File: src/rtl/ntt_pkg.sv
// rtl/ntt_pkg.sv - shared state type and default constants for the NTT stage controller
package ntt_pkg;

    typedef enum logic [1:0] {
        ST_IDLE  = 2'd0,
        ST_RUN   = 2'd1,
        ST_DRAIN = 2'd2,
        ST_DONE  = 2'd3
    } ntt_state_t;

    localparam int DEFAULT_RING_SIZE  = 256;
    localparam int DEFAULT_LANES      = 1;
    localparam int INTMUL_DELAY       = 6;
    localparam int MODRED_DELAY       = 5;
    localparam int DEFAULT_PIPE_DELAY = INTMUL_DELAY + MODRED_DELAY;

endpackage

File: src/rtl/ntt_delay_line.sv
// rtl/ntt_delay_line.sv - fixed-depth shift register with synchronous clear
module ntt_delay_line #(
    parameter int WIDTH = 1,
    parameter int DEPTH = 1
) (
    input  logic             clk,
    input  logic             i_clr,
    input  logic [WIDTH-1:0] i_d,
    output logic [WIDTH-1:0] o_q
);

    logic [WIDTH-1:0] r_pipe [DEPTH];

    // Shift one tap per cycle; clear wipes every tap so nothing in flight survives
    always_ff @(posedge clk) begin
        if (i_clr) begin
            for (int i = 0; i < DEPTH; i++) begin
                r_pipe[i] <= '0;
            end
        end else begin
            r_pipe[0] <= i_d;
            for (int i = 1; i < DEPTH; i++) begin
                r_pipe[i] <= r_pipe[i-1];
            end
        end
    end

    assign o_q = r_pipe[DEPTH-1];

endmodule

File: src/rtl/ntt_stage_controller.sv
// rtl/ntt_stage_controller.sv - stage/issue sequencer for an in-place NTT butterfly datapath
module ntt_stage_controller
    import ntt_pkg::*;
#(
    parameter int RING_SIZE  = DEFAULT_RING_SIZE,
    parameter int LANES      = DEFAULT_LANES,
    parameter int PIPE_DELAY = DEFAULT_PIPE_DELAY,
    localparam int LOG_N     = $clog2(RING_SIZE),
    localparam int STAGE_W   = $clog2(LOG_N + 1)
) (
    input  logic               clk,
    input  logic               reset_n,
    input  logic               start,
    input  logic               inverse,
    output logic               ready,
    output logic               busy,
    output logic               done,
    output logic               sel_a,
    output logic               sel_b,
    output logic               sel_ram,
    output logic [STAGE_W-1:0] stage,
    output logic [LOG_N-2:0]   bfly_idx,
    output logic [LOG_N-1:0]   tw_addr,
    output logic               wr_en
);

    localparam int BF      = RING_SIZE / (2 * LANES);
    localparam int CNT_W   = LOG_N - 1;
    localparam int LANE_SH = $clog2(LANES);
    localparam int DCNT_W  = (PIPE_DELAY > 1) ? $clog2(PIPE_DELAY) : 1;

    localparam logic [CNT_W-1:0]   CNT_LAST   = CNT_W'(BF - 1);
    localparam logic [DCNT_W-1:0]  DCNT_LAST  = DCNT_W'(PIPE_DELAY - 1);
    localparam logic [STAGE_W-1:0] STAGE_LAST = STAGE_W'(LOG_N - 1);
    localparam logic [LOG_N-1:0]   TW_HALF    = LOG_N'(RING_SIZE / 2);

    ntt_state_t         r_state;
    logic [STAGE_W-1:0] r_stage;
    logic [CNT_W-1:0]   r_cnt;
    logic [DCNT_W-1:0]  r_dcnt;
    logic               r_inverse;

    logic               w_issue;
    logic               w_clr;
    logic [LOG_N-1:0]   w_mask;
    logic [STAGE_W-1:0] w_shamt;
    logic [LOG_N-1:0]   w_tw;

    // Sequencer: issue BF butterflies per stage, then wait out the datapath latency
    always_ff @(posedge clk) begin
        if (!reset_n) begin
            r_state   <= ST_IDLE;
            r_stage   <= '0;
            r_cnt     <= '0;
            r_dcnt    <= '0;
            r_inverse <= 1'b0;
        end else begin
            case (r_state)
                ST_IDLE: begin
                    r_stage <= '0;
                    r_cnt   <= '0;
                    if (start) begin
                        r_inverse <= inverse;
                        r_state   <= ST_RUN;
                    end
                end
                ST_RUN: begin
                    if (r_cnt == CNT_LAST) begin
                        r_dcnt  <= '0;
                        r_state <= ST_DRAIN;
                    end else begin
                        r_cnt <= r_cnt + CNT_W'(1);
                    end
                end
                ST_DRAIN: begin
                    if (r_dcnt == DCNT_LAST) begin
                        if (r_stage < STAGE_LAST) begin
                            r_stage <= r_stage + STAGE_W'(1);
                            r_cnt   <= '0;
                            r_state <= ST_RUN;
                        end else begin
                            r_state <= ST_DONE;
                        end
                    end else begin
                        r_dcnt <= r_dcnt + DCNT_W'(1);
                    end
                end
                default: begin
                    r_stage <= '0;
                    r_cnt   <= '0;
                    r_state <= ST_IDLE;
                end
            endcase
        end
    end

    // Twiddle index: low 'stage' bits of the butterfly index, scaled up to the ROM stride
    always_comb begin
        w_mask  = (LOG_N'(1) << r_stage) - LOG_N'(1);
        w_shamt = STAGE_LAST - r_stage;
        w_tw    = (({1'b0, bfly_idx} & w_mask) << w_shamt) + (r_inverse ? TW_HALF : '0);
    end

    assign w_issue  = (r_state == ST_RUN);
    assign w_clr    = !reset_n;

    assign ready    = (r_state == ST_IDLE);
    assign busy     = (r_state == ST_RUN) || (r_state == ST_DRAIN);
    assign done     = (r_state == ST_DONE);
    assign sel_a    = !w_issue || !r_cnt[0];
    assign sel_b    = !w_issue || r_cnt[0];
    assign sel_ram  = (r_stage == '0);
    assign stage    = r_stage;
    assign bfly_idx = r_cnt << LANE_SH;
    assign tw_addr  = w_tw;

    ntt_delay_line #(
        .WIDTH (1),
        .DEPTH (PIPE_DELAY)
    ) u_wr_dly (
        .clk   (clk),
        .i_clr (w_clr),
        .i_d   (w_issue),
        .o_q   (wr_en)
    );

endmodule
File: config.mk
export PLATFORM = sky130hd
export DESIGN_NAME = ntt_stage_controller
export DESIGN_NICKNAME = d
export VERILOG_FILES = /design/src/rtl/ntt_pkg.sv /design/src/rtl/ntt_delay_line.sv /design/src/rtl/ntt_stage_controller.sv
export SDC_FILE = /design/constraint.sdc
export NUM_CORES = 1
export LEC_CHECK = 0
export CORE_MARGIN = 2
export CORE_UTILIZATION = 44
export DETAILED_ROUTE_END_ITERATION = 16
export DONT_BUFFER_PORTS = 1
export PLACE_DENSITY_LB_ADDON = 0.05
export SYNTH_ARGS = -nofsm -noshare
export SYNTH_HDL_FRONTEND = slang
export SYNTH_SLANG_ARGS = --single-unit
File: constraint.sdc
create_clock -name clk -period 3.5 [get_ports clk]
set_input_delay 0.875 -clock clk [delete_from_list [all_inputs] [get_ports clk]]
set_output_delay 0.875 -clock clk [all_outputs]
set_load 0.01 [all_outputs]
-- Word level (Yosys, flattened, before mapping)
Memories as Yosys holds them, arrays and structs flattened.
Cells that the tools add are included.
- input bits: 4
- bits in writable memories: 11
- memories kept: 1
- bits in registers: 18
- memory list (memory ; words ; width ; rd ports ; clocked after memory_dff ; wr ports ; line ; text):
    u_wr_dly.r_pipe ; 11 ; 1 ; 11 ; 0 ; 11 ; ntt_delay_line.sv:12 ; logic [WIDTH-1:0] r_pipe [DEPTH];
- reduce and logical (&&, ||, !) cells: 13
- add/sub/neg operators: 6
- magnitude comparators: 1
- multiplexer cells: 29
- shift operators: 2
- bitwise operators: 13
- eq/ne operators: 11
- operator list (kind ; count):
    7-bit 2-to-1 mux ; 3
    4-bit 2-to-1 mux ; 4
    4-bit one-hot mux with 2 select lines ; 2
    7-bit one-hot mux with 2 select lines ; 1
    1-bit 2-to-1 mux ; 13
    2-bit != test (second input constant) ; 6
    3-bit AND reduction ; 4
    1-bit OR ; 11
    4-bit by 1-bit adder with 4-bit output (second input constant) ; 2
    8-bit adder ; 1
    7-bit by 8-bit AND with 8-bit output ; 1
    2-bit 2-to-1 mux ; 4
    8-bit 2-to-1 mux ; 1
    1-bit by 4-bit left shift with 8-bit output (first input constant) ; 1
    8-bit by 4-bit left shift with 8-bit output ; 1
    8-bit by 2-bit subtractor with 8-bit output (second input constant) ; 1
    7-bit by 1-bit adder with 7-bit output (second input constant) ; 1
    7-bit == test (second input constant) ; 1
    2-bit one-hot mux with 3 select lines ; 1
    2-bit == test (second input constant) ; 2
    4-bit == test (second input constant) ; 1
    4-bit zero test ; 1
    4-bit by 3-bit < comparator with 1-bit output (second input constant) ; 1
    3-bit by 4-bit subtractor with 4-bit output (first input constant) ; 1
    other kinds (7) ; 10

-- Depth between registers and ports, before layout
- depth after elaboration: 5
- mapped depth: 13

-- Cells and area by module
A second synthesis with hierarchy kept.
- cell total of the unflattened synthesis: 210
- area total of the unflattened synthesis: 1871.8 um^2
- by module, submodules not included (module ; area each (um^2) ; cells an instance ; sequential area each (um^2) ; instances):
    ntt_stage_controller ; 1534.0 ; 187 ; 360.3 ; 1
    ntt_delay_line ; 337.8 ; 23 ; 220.2 ; 1

-- Least setup slack after synthesis
Ideal clock, no wire load.
- path kind: register to output
- from: register r_stage[0] (netlist: stage[0])
- to: output port tw_addr[7]
- path buffers: 2
- arrival time: 2.697 ns
- required time: 2.625 ns
- cell stages (with the launch flop): 14
- setup slack: -0.072 ns
- cells stage by stage: dfxtp_1 clkbuf_1 inv_1 ha_1 clkbuf_1 nand2b_1 nor2_1 inv_1 ha_1 nand3b_1 mux2_2 o21ai_0 o311ai_0 xnor2_1
- cells in the longest elaborated chain, start to end: 5
- elaborated cells between the ends (all ways): 6
- those cells by class: add/sub (3); shift (2); bitwise (1)
- RTL lines (element ; line ; text):
    from (decl) ; ntt_stage_controller.sv:38 ; logic [STAGE_W-1:0] r_stage;
    from (signal assigned) ; ntt_stage_controller.sv:78 ; r_stage <= r_stage + STAGE_W'(1);
    1-bit by 4-bit left shift with 8-bit output ; ntt_stage_controller.sv:99 ; w_mask = (LOG_N'(1) << r_stage) - LOG_N'(1);
    8-bit by 2-bit subtractor with 8-bit output ; ntt_stage_controller.sv:99 ;
    7-bit by 8-bit AND with 8-bit output ; ntt_stage_controller.sv:101 ; w_tw = (({1'b0, bfly_idx} & w_mask) << w_shamt) + (r_inverse ? TW_HALF : '0);
    8-bit by 4-bit left shift with 8-bit output (*) ; ntt_stage_controller.sv:101 ;
    8-bit adder (*) ; ntt_stage_controller.sv:101 ;
    to (decl) ; ntt_stage_controller.sv:23 ; output logic [LOG_N-1:0] tw_addr,
Every way passes the cells marked *; elsewhere a longest branch is shown, timed or not.

-- Final worst setup path
- from: register r_stage[2] (netlist: stage[2])
- to: output port tw_addr[7]
Same word-level chain as after synthesis.

==> results.cfg <==
[clocking]
cts_resized = 0
clock-root-buffer = clkbuf_8
clock_latency_ns = 0.27
clock-sinks = 29
postCtsHoldBufs = 0
tritoncts = done
clkTransAtPathRegs_ns = 0.06
cts_setup_buffers = 0
cts-htree-levels = 2
clockBufferDepth = 2
cts_buffers = 5

[synth]
syn_nets = 253
async_flop_share_pct = 0
synth_edf_count = 0
ys_seq_area_share_pct = 30.9
netlist_area_sq_um = 1880
syn_area_per_cell_sq_um = 8.01
ys_ff_latch = 29
synth_ff_type = dfxtp_1
synthDistinctLibCells = 50
yosysWarnings = 0
synth_cells = 235

[floorplan]
ios = 30
fp.dieH_um = 69.4
fp.dieArea_sq_um = 4820
core_area_sq_um = 4060
initial_core_util_pct = 46.4
rows = 23
die_w_um = 69.4

[sta]
worst_slew_pin_slew_ns = 0.668
slew_headroom_pct = 55.0
finalSetupTns_ns = 0
setup_viol = 0
max_freq_mhz = 298
hold_ws_ns = 0.431
final-hold-violation-count = 0
rsz0062_at_grt = no
slew_violations = 0
fin_crit_sh_pct = 96.0
post-route-min-period_ns = 3.36
layout_setup_ws_ns = 0.140
skew_ns = 0.00161

[setup_path]
cp-startpoint = stage[2]
start_kind = register
r2r_start = bfly_idx[0]
worstPathRequired_ns = 2.62
critPathKind = reg2out
max_stage_delay_ns = 0.59
critPathBufInv = 1
cp_slowest_cell = dfxtp_1
path_cells = inv_1 > ha_1 > a211o_1 > a221oi_1 > o31a_1 > o311ai_1 > xnor2_1
crit_fanout = 12
end_kind = output port
cp_data_arrival_time_ns = 2.48
path_delay_family = compound AO/OA/AOI/OAI gates

[route]
finalWirelength_um = 4490
vias = 1721
drtIter0Drc = 117
firstDrtPassIters = 5
drtAntennaViolNets = 0
drc_errors = 0
wl_per_cell_um = 15.7
avgViaCountPerCell = 6.00

[cells_and_area]
seqCellArea_sq_um = 581
layout-drive-gt1-share_pct = 11.8
multiInputGateArea_sq_um = 1220
layout.nets = 254
antenna_cells = 0
n_fill_cell = 380
area_delta_synth_final_pct = 10.8

[power_and_ir_drop]
p_comb_share_pct = 29.5
p_per_area_nw_per_um2 = 498
swShare_pct = 32.7
clkPwrFrac_pct = 33.9
seq_power_share_pct = 36.5
irDropWorstVdd_v = 0.000336
p_switching_mw = 0.340
total_power_mw = 1.04
intPower_mw = 0.699
total_leakage_power_nw = 0.752

[grt]
grt_overflow = 0
first_global_vias = 1651
track_usage_pct = 19.3
grt_max_degree = 30
antenna_found_initial = 0
grt_pass1_wl_um = 7660

[placed_design]
post-dp-hpwl_um = 3300
io_buffers = 0
pre_cts_ws_ns = 0.330
gp_congestion = 0.823

[run]
drv_cap = 0

[status]
status = finished, final reports clean

[min_path]
min_from = u_wr_dly.r_pipe[0][2]
hold_class = reg2reg
## placed cells by master (no fill, tap or decap), types with 4 or more instances in the layout
cell type,instances
nor2b_1,6
nand2b_1,7
o21ai_0,13
nand3_1,10
nor2_1,15
dfxtp_1,29
ha_1,12
a31oi_1,5
a21oi_1,9
nand2_1,25
a21boi_0,7
and2_1,12
o31a_1,4
clkbuf_8,6
inv_1,10
nand3b_1,7
buf_4,9
## flip-flops by register name, indices dropped and copies added (netlist names)
name,flops
bfly_idx,7
r_dcnt,4
r_inverse,1
r_state,2
stage,4
u_wr_dly.r_pipe,11
## worst reg2reg max path, cell delays in order, from the launching register on
cell      delay (ns)
dfxtp_1         0.59
ha_1            0.30
and4_4          0.27
nand3_4         0.14
a221o_1         0.37
or3_1           0.36
a21boi_1        0.14
## power groups by stage
stage	clock network, mW	logic, mW	registers (mW)
final	0.353	0.307	0.379
after global routing	0.375	0.346	0.384
after CTS	0.362	0.305	0.380
after detailed placement	0	0.304	0.387
after global placement	0	0.296	0.387
after floorplan	0	0.247	0.380
## logic make-up (layout without fill, tap and decap cells)
kind of cell             after synthesis  in the layout  synth area share (%)
AND/OR/NAND/NOR                       95             95                  27.1
AO/OA/AOI/OAI                         64             64                  23.7
flip-flops                            29             29                  30.9
buffers and inverters                 26             28                  5.45
adder cells (fa/ha/maj)               14             14                  9.31
multiplexers                           4              4                  2.19
XOR/XNOR                               3              3                  1.40
## per-stage QoR
step	cell area [sq um]	std cells	util, %
6_report	2090	287	51.4
5_1_grt	2090	287	51.4
4_1_cts	2070	287	50.9
3_5_place_dp	1950	279	48.1
3_3_place_gp	1950	279	48.1
2_1_floorplan	1880	235	-
## cell type report
class / count / share of cell area [%]
Tap cell: 50 / 3.00
Inverter: 11 / 1.98
Timing Repair Buffer: 9 / 3.24
Sequential cell: 29 / 27.8
Multi-Input combinational cell: 180 / 58.4
Clock buffer: 7 / 4.14
Clock inverter: 1 / 1.44
## synth_stat cells (2+ instances only)
| library cell | count | area, sq um |
|---|---|---|
| nor2_1 | 16 | 60.1 |
| a21boi_0 | 7 | 52.6 |
| a311oi_1 | 2 | 17.5 |
| nand3_1 | 10 | 50.1 |
| o32ai_1 | 2 | 17.5 |
| nor2b_1 | 6 | 37.5 |
| a31oi_1 | 5 | 31.3 |
| nand2b_1 | 7 | 43.8 |
| nand3b_1 | 7 | 52.6 |
| inv_1 | 11 | 41.3 |
| a21oi_1 | 9 | 45.0 |
| or3_1 | 3 | 18.8 |
| nor3b_1 | 2 | 15.0 |
| o22ai_1 | 3 | 18.8 |
| and2_1 | 12 | 75.1 |
| mux2i_1 | 3 | 30.0 |
| xnor2_1 | 3 | 26.3 |
| dfxtp_1 | 29 | 581 |
| o31a_1 | 4 | 35.0 |
| o21ai_0 | 14 | 70.1 |
| ha_1 | 14 | 175 |
| o31ai_1 | 2 | 15.0 |
| nand2_1 | 25 | 93.8 |
| clkbuf_1 | 10 | 37.5 |
| nand4_1 | 2 | 12.5 |
| buf_2 | 3 | 15.0 |
## routing by layer
layer / routed length, um / track usage (%)
met4: 150 / 8.71
met5: 0 / 0
met2: 2190 / 32.6
met1: 1950 / 22.9
met3: 201 / 4.80
## final timing paths
| path | to | depth (start not counted) | slack (ns) |
|---|---|---|---|
| max | tw_addr[7] | 7 | 0.14 |
| min | u_wr_dly.r_pipe[0][3] | 1 | 0.43 |
| max reg2reg | r_state[1] | 6 | 1.27 |
| min reg2reg | u_wr_dly.r_pipe[0][3] | 1 | 0.43 |
No activity file was read; power rests on OpenSTA's default activity.
